File: config.mk
export PLATFORM = sky130hd
export DESIGN_NAME = ccip_c0_rd_arbiter
export DESIGN_NICKNAME = d
export VERILOG_FILES = /design/src/rtl/ccip_c0_rd_arbiter_pkg.sv /design/src/rtl/ccip_c0_rd_arbiter_rr.sv /design/src/rtl/ccip_c0_rd_arbiter.sv
export SDC_FILE = /design/constraint.sdc
export NUM_CORES = 1
export LEC_CHECK = 0
export ABC_AREA = 1
export BUFFER_PORTS_ARGS = -buffer_cell sky130_fd_sc_hd__buf_4
export CORE_AREA = 3 3 579 581
export DETAILED_ROUTE_END_ITERATION = 10
export DIE_AREA = 0 0 582 584
export PLACE_DENSITY_LB_ADDON = 0.08
export SETUP_SLACK_MARGIN = 0.5
export SYNTH_ARGS = -nofsm -noshare
export SYNTH_HDL_FRONTEND = slang
export SYNTH_HIERARCHICAL = 1
export SYNTH_SLANG_ARGS = --single-unit
File: constraint.sdc
create_clock -name pClk -period 4.7 [get_ports pClk]
set_clock_uncertainty 0.15 [all_clocks]
set_input_delay 0.705 -clock pClk [delete_from_list [all_inputs] [get_ports pClk]]
set_output_delay 0.705 -clock pClk [all_outputs]
set_load 0.03 [all_outputs]
File: src/rtl/ccip_c0_rd_arbiter_pkg.sv
`default_nettype none
// ============================================================================
// Module      : ccip_arb_pkg
// Description : Shared types and helpers for the CCI-P c0 read arbiter.
//               Holds a reduced set of CCI-P c0 header types, the arbiter
//               FSM state type and the round-robin pick function.
// Revision    : 1.0 - initial release
// ============================================================================
package ccip_arb_pkg;

    // Bit position of the most significant requester tag bit inside mdata
    localparam int MDATA_TAG_MSB = 15;

    // Widest requester vector the round-robin helper handles
    localparam int RR_MAX_N = 8;

    // ------------------------------------------------------------------------
    // CCI-P c0 header subset
    // ------------------------------------------------------------------------
    typedef enum logic [1:0] {
        eCL_LEN_1 = 2'b00,
        eCL_LEN_2 = 2'b01,
        eCL_LEN_4 = 2'b11
    } t_ccip_clLen;

    typedef enum logic [3:0] {
        eREQ_RDLINE_I = 4'h0,
        eREQ_RDLINE_S = 4'h1
    } t_ccip_c0_req;

    typedef enum logic [3:0] {
        eRSP_RDLINE = 4'h0,
        eRSP_UMSG   = 4'h4
    } t_ccip_c0_rsp;

    typedef struct packed {
        logic [1:0]   vc_sel;
        logic [1:0]   rsvd1;
        t_ccip_clLen  cl_len;
        t_ccip_c0_req req_type;
        logic [5:0]   rsvd0;
        logic [41:0]  address;
        logic [15:0]  mdata;
    } t_ccip_c0_ReqMemHdr;

    typedef struct packed {
        logic [1:0]   vc_used;
        logic         rsvd1;
        logic         hit_miss;
        logic [1:0]   rsvd0;
        logic [1:0]   cl_num;
        t_ccip_c0_rsp resp_type;
        logic [15:0]  mdata;
    } t_ccip_c0_RspMemHdr;

    typedef struct packed {
        t_ccip_c0_ReqMemHdr hdr;
        logic               valid;
    } t_if_ccip_c0_Tx;

    typedef struct packed {
        t_ccip_c0_RspMemHdr hdr;
        logic [511:0]       data;
        logic               rspValid;
        logic               mmioRdValid;
        logic               mmioWrValid;
    } t_if_ccip_c0_Rx;

    // ------------------------------------------------------------------------
    // Arbiter FSM
    // ------------------------------------------------------------------------
    typedef enum logic [1:0] {
        RUN   = 2'd0,
        DRAIN = 2'd1,
        DONE  = 2'd2
    } t_arb_state;

    // Number of cache lines a request occupies (cl_len encodes lines-1)
    function automatic logic [2:0] cl_count(input t_ccip_clLen len);
        return {1'b0, len} + 3'd1;
    endfunction

    // One-hot pick of the first set bit of valid, searching upward from ptr
    // and wrapping at n. Bits at or above n are never set.
    function automatic logic [RR_MAX_N-1:0] rr_pick(
        input logic [RR_MAX_N-1:0] valid,
        input logic [2:0]          ptr,
        input int                  n
    );
        logic [RR_MAX_N-1:0] pick;
        logic                found;
        logic [2:0]          idx;
        pick  = '0;
        found = 1'b0;
        for (int k = 0; k < RR_MAX_N; k++) begin
            idx = 3'((int'(ptr) + k) % n);
            if (k < n && !found && valid[idx]) begin
                pick[idx] = 1'b1;
                found     = 1'b1;
            end
        end
        return pick;
    endfunction

endpackage : ccip_arb_pkg
`default_nettype wire

File: src/rtl/ccip_c0_rd_arbiter_rr.sv
`default_nettype none
// ============================================================================
// Module      : ccip_rr_arbiter
// Description : N-way round-robin arbiter. Grants at most one eligible
//               requester per cycle, searching from the pointer; the pointer
//               moves just past the winner and holds when nothing is granted.
// Revision    : 1.0 - initial release
// ============================================================================
module ccip_rr_arbiter
    import ccip_arb_pkg::*;
#(
    parameter int N     = 4,
    parameter int PTR_W = $clog2(N)
) (
    input  logic             clk_i,
    input  logic             rst_n_i,
    input  logic [N-1:0]     req_i,
    input  logic             enable_i,
    output logic [N-1:0]     grant_o,
    output logic [PTR_W-1:0] ptr_o
);

    logic [PTR_W-1:0]    ptr_q;
    logic [PTR_W-1:0]    ptr_d;
    logic [RR_MAX_N-1:0] pick_full;

    assign pick_full = rr_pick(RR_MAX_N'(req_i), 3'(ptr_q), N);
    assign grant_o   = enable_i ? pick_full[N-1:0] : '0;
    assign ptr_o     = ptr_q;

    // Upper pick bits are always zero when N is below the helper width
    generate
        if (N < RR_MAX_N) begin : g_pick_pad
            logic [RR_MAX_N-N-1:0] pick_hi_unused;
            assign pick_hi_unused = pick_full[RR_MAX_N-1:N];
        end
    endgenerate

    // Next pointer: one past the granted index, unchanged when idle
    always_comb begin
        ptr_d = ptr_q;
        for (int i = 0; i < N; i++) begin
            if (grant_o[i]) begin
                ptr_d = (i == N - 1) ? '0 : PTR_W'(i + 1);
            end
        end
    end

    // Pointer register
    always_ff @(posedge clk_i) begin
        if (!rst_n_i) begin
            ptr_q <= '0;
        end else begin
            ptr_q <= ptr_d;
        end
    end

endmodule : ccip_rr_arbiter
`default_nettype wire

File: src/rtl/ccip_c0_rd_arbiter.sv
`default_nettype none
// ============================================================================
// Module      : ccip_c0_rd_arbiter
// Description : Shares the CCI-P c0 read request channel among N_REQ
//               requesters, tags mdata with the requester index, routes read
//               responses back by tag, bounds outstanding cache lines and
//               offers a drain handshake for quiescing read traffic.
// Revision    : 1.0 - initial release
// ============================================================================
module ccip_c0_rd_arbiter
    import ccip_arb_pkg::*;
#(
    parameter int N_REQ        = 4,
    parameter int TAG_W        = $clog2(N_REQ),
    parameter int MAX_OUTST_CL = 128,
    parameter int CNT_W        = $clog2(MAX_OUTST_CL + 1)
) (
    input  logic                                 pClk,
    input  logic                                 pck_cp2af_softReset_n,
    input  logic [N_REQ-1:0]                     req_valid,
    input  t_ccip_c0_ReqMemHdr [N_REQ-1:0]       req_hdr,
    output logic [N_REQ-1:0]                     req_ready,
    input  logic                                 c0TxAlmFull,
    output t_if_ccip_c0_Tx                       c0_tx,
    input  t_if_ccip_c0_Rx                       c0_rx,
    output logic [N_REQ-1:0]                     rsp_valid,
    output t_if_ccip_c0_Rx                       rsp,
    input  logic                                 drain_req,
    output logic                                 drain_done,
    output logic [CNT_W-1:0]                     outst_cl,
    output logic                                 err_underflow
);

    localparam int PTR_W = $clog2(N_REQ);

    t_arb_state         state_q;
    t_arb_state         state_d;
    logic [CNT_W-1:0]   outst_q;
    logic [CNT_W-1:0]   outst_d;
    logic               err_q;
    logic               err_d;
    t_if_ccip_c0_Tx     tx_q;
    logic [N_REQ-1:0]   rsp_valid_q;
    logic [N_REQ-1:0]   rsp_valid_d;
    t_if_ccip_c0_Rx     rsp_q;

    logic [N_REQ-1:0]   fit;
    logic [N_REQ-1:0]   grant;
    logic               arb_en;
    logic [PTR_W-1:0]   rr_ptr_unused;   // pointer kept for debug visibility
    logic [TAG_W-1:0]   gnt_idx;
    logic [2:0]         gnt_cl;
    t_ccip_c0_ReqMemHdr tagged_hdr;

    logic               rd_rsp;
    logic [TAG_W-1:0]   rsp_tag;
    logic               tag_ok;
    t_if_ccip_c0_Rx     rsp_clean;

    // A requester is a candidate only if its whole burst fits under the cap
    always_comb begin
        fit = '0;
        for (int i = 0; i < N_REQ; i++) begin
            fit[i] = (({1'b0, outst_q} + (CNT_W+1)'(cl_count(req_hdr[i].cl_len)))
                      <= (CNT_W+1)'(MAX_OUTST_CL));
        end
    end

    // drain_req gates grants combinationally so none slip out while entering DRAIN
    assign arb_en = (state_q == RUN) && !drain_req && !c0TxAlmFull;

    ccip_rr_arbiter #(
        .N     (N_REQ),
        .PTR_W (PTR_W)
    ) u_rr (
        .clk_i    (pClk),
        .rst_n_i  (pck_cp2af_softReset_n),
        .req_i    (req_valid & fit),
        .enable_i (arb_en),
        .grant_o  (grant),
        .ptr_o    (rr_ptr_unused)
    );

    assign req_ready = grant;

    // Winner index, its burst size and the header with the index stamped in
    always_comb begin
        gnt_idx = '0;
        for (int i = 0; i < N_REQ; i++) begin
            if (grant[i]) begin
                gnt_idx = TAG_W'(i);
            end
        end
        gnt_cl     = (|grant) ? cl_count(req_hdr[gnt_idx].cl_len) : 3'd0;
        tagged_hdr = req_hdr[gnt_idx];
        tagged_hdr.mdata[MDATA_TAG_MSB -: TAG_W] = gnt_idx;
    end

    // Response decode: only read-line completions are routed and counted
    always_comb begin
        rd_rsp    = c0_rx.rspValid && (c0_rx.hdr.resp_type == eRSP_RDLINE);
        rsp_tag   = c0_rx.hdr.mdata[MDATA_TAG_MSB -: TAG_W];
        tag_ok    = (32'(rsp_tag) < 32'(N_REQ));
        rsp_clean = c0_rx;
        rsp_clean.hdr.mdata[MDATA_TAG_MSB -: TAG_W] = '0;
        rsp_valid_d = (rd_rsp && tag_ok) ? (N_REQ'(1) << rsp_tag) : '0;
    end

    // Outstanding count: add the granted burst, retire one line per read
    // completion, saturate at zero and flag any underflow or stray tag
    always_comb begin
        outst_d = outst_q + CNT_W'(gnt_cl);
        err_d   = err_q;
        if (rd_rsp) begin
            if (outst_q == '0) begin
                err_d = 1'b1;
            end else begin
                outst_d = outst_d - CNT_W'(1);
            end
            if (!tag_ok) begin
                err_d = 1'b1;
            end
        end
    end

    // Drain FSM
    always_comb begin
        state_d = state_q;
        case (state_q)
            RUN:     if (drain_req)           state_d = DRAIN;
            DRAIN:   if (!drain_req)          state_d = RUN;
                     else if (outst_q == '0)  state_d = DONE;
            DONE:    if (!drain_req)          state_d = RUN;
            default:                          state_d = RUN;
        endcase
    end

    // Control state: FSM, counter and sticky error
    always_ff @(posedge pClk) begin
        if (!pck_cp2af_softReset_n) begin
            state_q <= RUN;
            outst_q <= '0;
            err_q   <= 1'b0;
        end else begin
            state_q <= state_d;
            outst_q <= outst_d;
            err_q   <= err_d;
        end
    end

    // Registered request issue; header holds between issues
    always_ff @(posedge pClk) begin
        if (!pck_cp2af_softReset_n) begin
            tx_q <= '0;
        end else begin
            tx_q.valid <= |grant;
            if (|grant) begin
                tx_q.hdr <= tagged_hdr;
            end
        end
    end

    // Registered response routing; payload holds between responses
    always_ff @(posedge pClk) begin
        if (!pck_cp2af_softReset_n) begin
            rsp_valid_q <= '0;
            rsp_q       <= '0;
        end else begin
            rsp_valid_q <= rsp_valid_d;
            if (|rsp_valid_d) begin
                rsp_q <= rsp_clean;
            end
        end
    end

    assign c0_tx         = tx_q;
    assign rsp_valid     = rsp_valid_q;
    assign rsp           = rsp_q;
    assign drain_done    = (state_q == DONE);
    assign outst_cl      = outst_q;
    assign err_underflow = err_q;

endmodule : ccip_c0_rd_arbiter
`default_nettype wire

==> results.py, run 1 <==
metrics = {
    "synth": {
        "syn_inst": 3373,
        "synth_seq_area_share": 0.511,
        "syn_area_per_cell_um2": 7.36,
        "synth_area_mm2": 0.0248,
        "yosysWarningCount": 6,
        "synth_cell_type_count": 38,
        "synth-seq-cells": 633,
    },
    "power_and_ir_drop": {
        "power_density_mw_per_mm2": 391,
        "leakagePower_nw": 22.9,
        "ir_drop_mv": 0.271,
        "total_power_w": 0.0201,
    },
    "routing": {
        "routed_wl_um": 225000,
        "drc": 0,
        "wire_per_inst_um": 22.7,
        "via_per_inst": 3.18,
        "drtIter0Drc": 1174,
        "ant_nets": 0,
        "dr_total_vias": 31500,
        "firstDrtPassIters": 5,
    },
    "status": {
        "status": "complete, but fails checks",
        "violations": "setup timing",
    },
    "worst_setup_path": {
        "critPathBufInv": 8,
        "cpMostUsedCell": "nand2_4",
        "required_ns": 5.25,
        "critical-path-top-delay-family": "simple AND/OR/NAND/NOR gates",
        "critPathMaxStageDelay_ns": 0.55,
        "critPathLaunchType": "flip-flop",
        "crit_path_end_kind": "flip-flop",
        "worst_path_max_delay_cell": "fa_2",
        "worstPathArrival_ns": 5.36,
        "path_max_fanout": 5,
        "path_class": "flip-flop to flip-flop",
    },
    "layout": {
        "fill_cells": 37800,
        "fin_nets": 6276,
        "drive_above_1_share": 0.368,
        "area_delta_synth_final_pct": 107,
        "final_cell_mix": "1625 x buf_4, 1356 x nor2_1, 695 x o21ai_0",
        "register_area_mm2": 0.0127,
        "multi_input_area_mm2": 0.0116,
        "final_common_cell": "buf_4",
        "final_area_mm2": 0.0515,
        "final_core_util": 0.156,
    },
    "floorplan": {
        "num_rows": 211,
        "dieHeight_um": 584,
        "initial_utilization": 0.0752,
        "io_pins": 1483,
        "core_area_mm2": 0.330,
        "dieArea_mm2": 0.340,
        "fp.dieW_um": 582,
    },
    "placement": {
        "post-place-ws_ns": -0.830,
        "place_hpwl_um": 174000,
        "placed_cell_area_mm2": 0.0416,
        "portBuffers": 1472,
        "place_congestion": 0.774,
    },
    "clocking": {
        "cts.clk_slew.worst_paths_ns": 0.06,
        "cts_sinks": 633,
        "clockBufferDepth": 4,
        "htreeDepth": 3,
        "clkLatencyLatePin_ns": 0.80,
        "cts_root_buf": "clkbuf_16",
        "cts_tree": "yes",
        "cts_buffers": 102,
    },
    "global_route": {
        "track_usage": 0.126,
        "grt_pass1_wl_um": 297000,
        "grt_max_degree": 144,
        "grt-ovfl-total": 0,
        "grt_pass1_vias": 32900,
        "antenna_found_initial": 136,
    },
    "sta": {
        "hold_viol": 0,
        "max_slew_margin": 0.357,
        "setup_ws_ns": -0.114,
        "period_share": 1.02,
        "fmax_mhz": 208,
        "tns_ns": -0.374,
        "rsz0062_at_grt": "yes",
        "fin_crit_ns": 4.81,
        "finalSetupViolCount": 4,
        "worst_slew_pin_slew_ns": 0.965,
        "slew_viol_final": 0,
    },
    "hold_path": {
        "hold_class": "primary input to flip-flop",
    },
    "run": {
        "drv_cap": 0,
    },
}
-- worst reg2reg max path: cells and delay by family (launching register included) --
family,cells,cell delay (ns)
simple gates,22,2.02
fa+ha+maj,3,1.09
buf+inv,8,0.63
compound gates,3,0.48
flops,1,0.35
-- state kept, by name, indices dropped and copies added, names as in the netlist --
signal         count
u_rr/ptr_o         2
rsp              541
err_underflow      1
outst_cl           8
state_q            2
rsp_valid          4
c0_tx             75
-- cell type report --
type / instances / share of cell area
diodes: 49 / 0.00238
clock buffers: 160 / 0.0575
clock inverters: 19 / 0.00426
well taps: 4366 / 0.106
multi-input cells: 2424 / 0.225
flip-flops and latches: 633 / 0.246
inverters: 65 / 0.00554
repair buffers: 2181 / 0.353
-- worst paths after layout --
check,from,endpoint,slack (ns),cells after the start
max,outst_cl[0],outst_cl[7],-0.11,36
min,c0_rx[355],rsp[355],0.06,3
max reg2reg,outst_cl[0],outst_cl[7],-0.11,36
min reg2reg,rsp[533],rsp[533],0.31,2
-- cells by family after synthesis --
kind of cell	Yosys count	synth area share
flip-flops	633	0.511
buffers and inverters	317	0.0576
AND/OR/NAND/NOR	1541	0.242
AO/OA/AOI/OAI	858	0.178
XOR/XNOR	1	0.000353
other	1	0.000151
adder cells (fa/ha/maj)	22	0.0114
-- per-stage QoR --
step	cells	hold slack, ns
final	9897	0.0630
after global routing	9890	0.0292
after CTS	9839	0.00478
after detailed placement	9112	0.303
after global placement	9112	0.298
after floorplan	3374	0.303
-- cell usage after synthesis (all sizes together) --
cell | n | area, µm²
a21boi | 1 | 7.51
a21oi | 21 | 116
a31oi | 2 | 12.5
buf | 109 | 643
clkbuf | 143 | 537
conb | 1 | 3.75
dfxtp | 633 | 12700
fa | 1 | 20.0
ha | 21 | 263
inv | 65 | 249
nand2 | 80 | 320
nand3 | 50 | 275
nand3b | 2 | 15.0
nand4 | 5 | 31.3
nor2 | 1392 | 5300
nor3 | 4 | 20.0
nor3b | 2 | 15.0
nor4 | 4 | 25.0
o211ai | 2 | 15.0
o21a | 1 | 7.51
o21ai | 759 | 3800
o221ai | 1 | 8.76
o22ai | 70 | 438
o31ai | 1 | 7.51
or2 | 2 | 12.5
xor2 | 1 | 8.76
-- per-layer routing --
metal | vias up | part of all wire | track usage
li1 | 15100 | - | -
met1 | 14700 | 0.39 | 0.139
met2 | 1213 | 0.49 | 0.222
met3 | 355 | 0.083 | 0.0462
met4 | 80 | 0.034 | 0.0389
met5 | - | 0.0022 | 0
-- where the power goes --
| part | leakage [nW] | internal, W | switching [W] |
|---|---|---|---|
| sequential | 5.13 | 0.00579 | 0.000285 |
| clock | 1.55 | 0.00441 | 0.00319 |
| combinational | 16.3 | 0.00267 | 0.00378 |
-- timing repair --
item / 4_1_cts / 5_1_grt
resized for setup: 185 / 103
buffers inserted: 41 / 8
hold buffers: 501 / 0
pin swaps: 72 / 60
setup endpoints to repair: 84 / 85
endpoints found under the hold margin: 503 / 0
gates cloned: 6 / 1
(Power assumes the default switching activity.)
==> inputs of run 2 (changes only) <==
--- a/config.mk
+++ b/config.mk
@@ -7,9 +7,10 @@
 export LEC_CHECK = 0
 export ABC_AREA = 1
 export BUFFER_PORTS_ARGS = -buffer_cell sky130_fd_sc_hd__buf_4
-export CORE_AREA = 3 3 579 581
+export CAP_MARGIN = 10
+export CORE_AREA = 3 3 582 584
 export DETAILED_ROUTE_END_ITERATION = 10
-export DIE_AREA = 0 0 582 584
+export DIE_AREA = 0 0 585 587
 export PLACE_DENSITY_LB_ADDON = 0.08
 export SETUP_SLACK_MARGIN = 0.5
 export SYNTH_ARGS = -nofsm -noshare
==> results.py, run 2 (synthesis gave the netlist of run 1 again) <==
metrics = {
    "status": {
        "status": "complete, but fails checks",
        "violations": "setup timing",
    },
    "floorplan": {
        "num_rows": 212,
        "initial_utilization": 0.0744,
        "dieArea_mm2": 0.343,
        "core_area_mm2": 0.334,
        "fp.dieW_um": 585,
        "dieHeight_um": 587,
        "io_pins": 1483,
    },
    "sta": {
        "hold_viol": 0,
        "slew_viol_final": 0,
        "fmax_mhz": 206,
        "setup_ws_ns": -0.156,
        "worst_slew_pin_slew_ns": 0.919,
        "finalSetupViolCount": 5,
        "fin_crit_ns": 4.86,
        "max_slew_margin": 0.388,
        "period_share": 1.03,
        "rsz0062_at_grt": "yes",
    },
    "run": {
        "drv_cap": 0,
    },
    "placement": {
        "place_hpwl_um": 178000,
        "placed_cell_area_mm2": 0.0416,
        "portBuffers": 1472,
        "placedCellCount": 9122,
        "place_congestion": 0.779,
    },
    "clocking": {
        "cts_buffers": 103,
        "clkLatencyLatePin_ns": 0.81,
        "clockBufferDepth": 4,
        "cts.clk_slew.worst_paths_ns": 0.06,
        "htreeDepth": 3,
        "cts_root_buf": "clkbuf_16",
        "cts_sinks": 633,
        "cts_tree": "yes",
    },
    "worst_setup_path": {
        "path_class": "flip-flop to flip-flop",
        "required_ns": 5.20,
        "critPathLaunchType": "flip-flop",
        "path_max_fanout": 4,
        "crit_path_end_kind": "flip-flop",
        "worstPathArrival_ns": 5.35,
        "worst_path_max_delay_cell": "fa_2",
        "critPathMaxStageDelay_ns": 0.54,
    },
    "power_and_ir_drop": {
        "p_switching_w": 0.00716,
        "swShare": 0.353,
        "power_density_mw_per_mm2": 398,
        "leakagePower_nw": 22.8,
        "p_int_w": 0.0131,
        "clkPwrFrac": 0.395,
        "ir_drop_mv": 0.249,
        "combPwrFrac": 0.306,
        "seqPwrFrac": 0.299,
    },
    "routing": {
        "ant_nets": 0,
        "drtIter0Drc": 1424,
        "via_per_inst": 3.16,
        "dr_total_vias": 31200,
        "wire_per_inst_um": 22.9,
        "routed_wl_um": 226000,
        "drc": 0,
        "firstDrtPassIters": 5,
    },
    "layout": {
        "fin_nets": 6244,
        "final_common_cell": "buf_4",
        "largest_register_ffs": 541,
        "final_cell_mix": "1590 x buf_4, 1359 x nor2_1, 749 x o21ai_0",
        "final_cells": 9873,
        "drive_above_1_share": 0.351,
        "final_area_mm2": 0.0509,
        "area_delta_synth_final_pct": 105,
    },
    "global_route": {
        "grt_pass1_vias": 32400,
        "antenna_found_initial": 118,
        "grt-ovfl-total": 0,
        "grt_pass1_wl_um": 298000,
        "grt_max_degree": 140,
        "track_usage": 0.125,
    },
    "hold_path": {
        "hold_class": "primary input to flip-flop",
    },
}
run 2: cell types whose count changed in the layout (fill, tap and decap cells not counted), sizes merged:
| cell | change |
|---|---|
| clkinv | +1 |
| inv | +2 |
| dlygate4sd3 | +8 |
| buf | -44 |
| diode | -12 |
| clkinvlp | -3 |
| bufinv | +3 |
run 2: repair_timing:
| action | 4_1_cts | 5_1_grt |
|---|---|---|
| hold buffers | 509 | 0 |
| pin swaps | 34 | 37 |
| cloned | 0 | 4 |
| endpoints found under the hold margin | 511 | 0 |
| endpoints found under the setup margin | 80 | 83 |
| buffers inserted | 9 | 13 |
| resized for setup | 50 | 61 |
run 2: worst max-delay path, delay by kind of cell (launching register included):
family	cells	cell delay (ns)
AOI/OAI and AO/OA	3	0.25
DFF	1	0.33
buffers and inverters	10	0.76
adders and majority gates	3	1.05
and+or+nand+nor	22	2.12
run 2: metrics by stage:
step | setup WS, ns | TNS [ns] | total power [W] | utilization | hold slack [ns]
floorplan | -0.254 | -0.836 | 0.00883 | - | 0.303
global placement | -0.848 | -8.24 | 0.0117 | 0.125 | 0.298
detailed placement | -0.800 | -8.12 | 0.0116 | 0.125 | 0.304
CTS | -0.171 | -0.729 | 0.0206 | 0.151 | 0.000496
global route | -0.488 | -2.78 | 0.0214 | 0.152 | 0.0259
finish | -0.156 | -0.693 | 0.0203 | 0.152 | 0.0829
run 2: final cells by class:
class / count / area, µm²
fill: 38300 / 283000
timing repair buffer: 2148 / 17900
sequential: 633 / 12700
multi-input combinational: 2424 / 11100
tap: 4387 / 5490
clock buffer: 157 / 3090
clock inverter: 22 / 294
inverter: 65 / 282
antenna: 37 / 92.6
run 2: path summary, 6_finish.rpt:
kind                from          end  slack (ns)  cells past startpoint
max          outst_cl[0]  outst_cl[7]       -0.16                     38
min           c0_rx[474]     rsp[474]        0.08                      3
max reg2reg  outst_cl[0]  outst_cl[7]       -0.16                     38
min reg2reg     rsp[533]     rsp[533]        0.31                      2
run 2: routing by layer:
layer  GRT usage  up-vias  share of wire
li1            -    15100              -
met1       0.140    14600           0.39
met2       0.230     1142           0.51
met3      0.0395      309          0.077
met4      0.0237       56          0.019
met5           0        -         0.0014
run 2: power by group through the flow:
| stage | clock network, W | logic, W | registers (W) |
|---|---|---|---|
| after floorplan | 0 | 0.00192 | 0.00691 |
| after global placement | 0 | 0.00553 | 0.00616 |
| after detailed placement | 0 | 0.00548 | 0.00617 |
| after CTS | 0.00844 | 0.00607 | 0.00606 |
| after global routing | 0.00859 | 0.00672 | 0.00611 |
| final | 0.00799 | 0.00620 | 0.00605 |
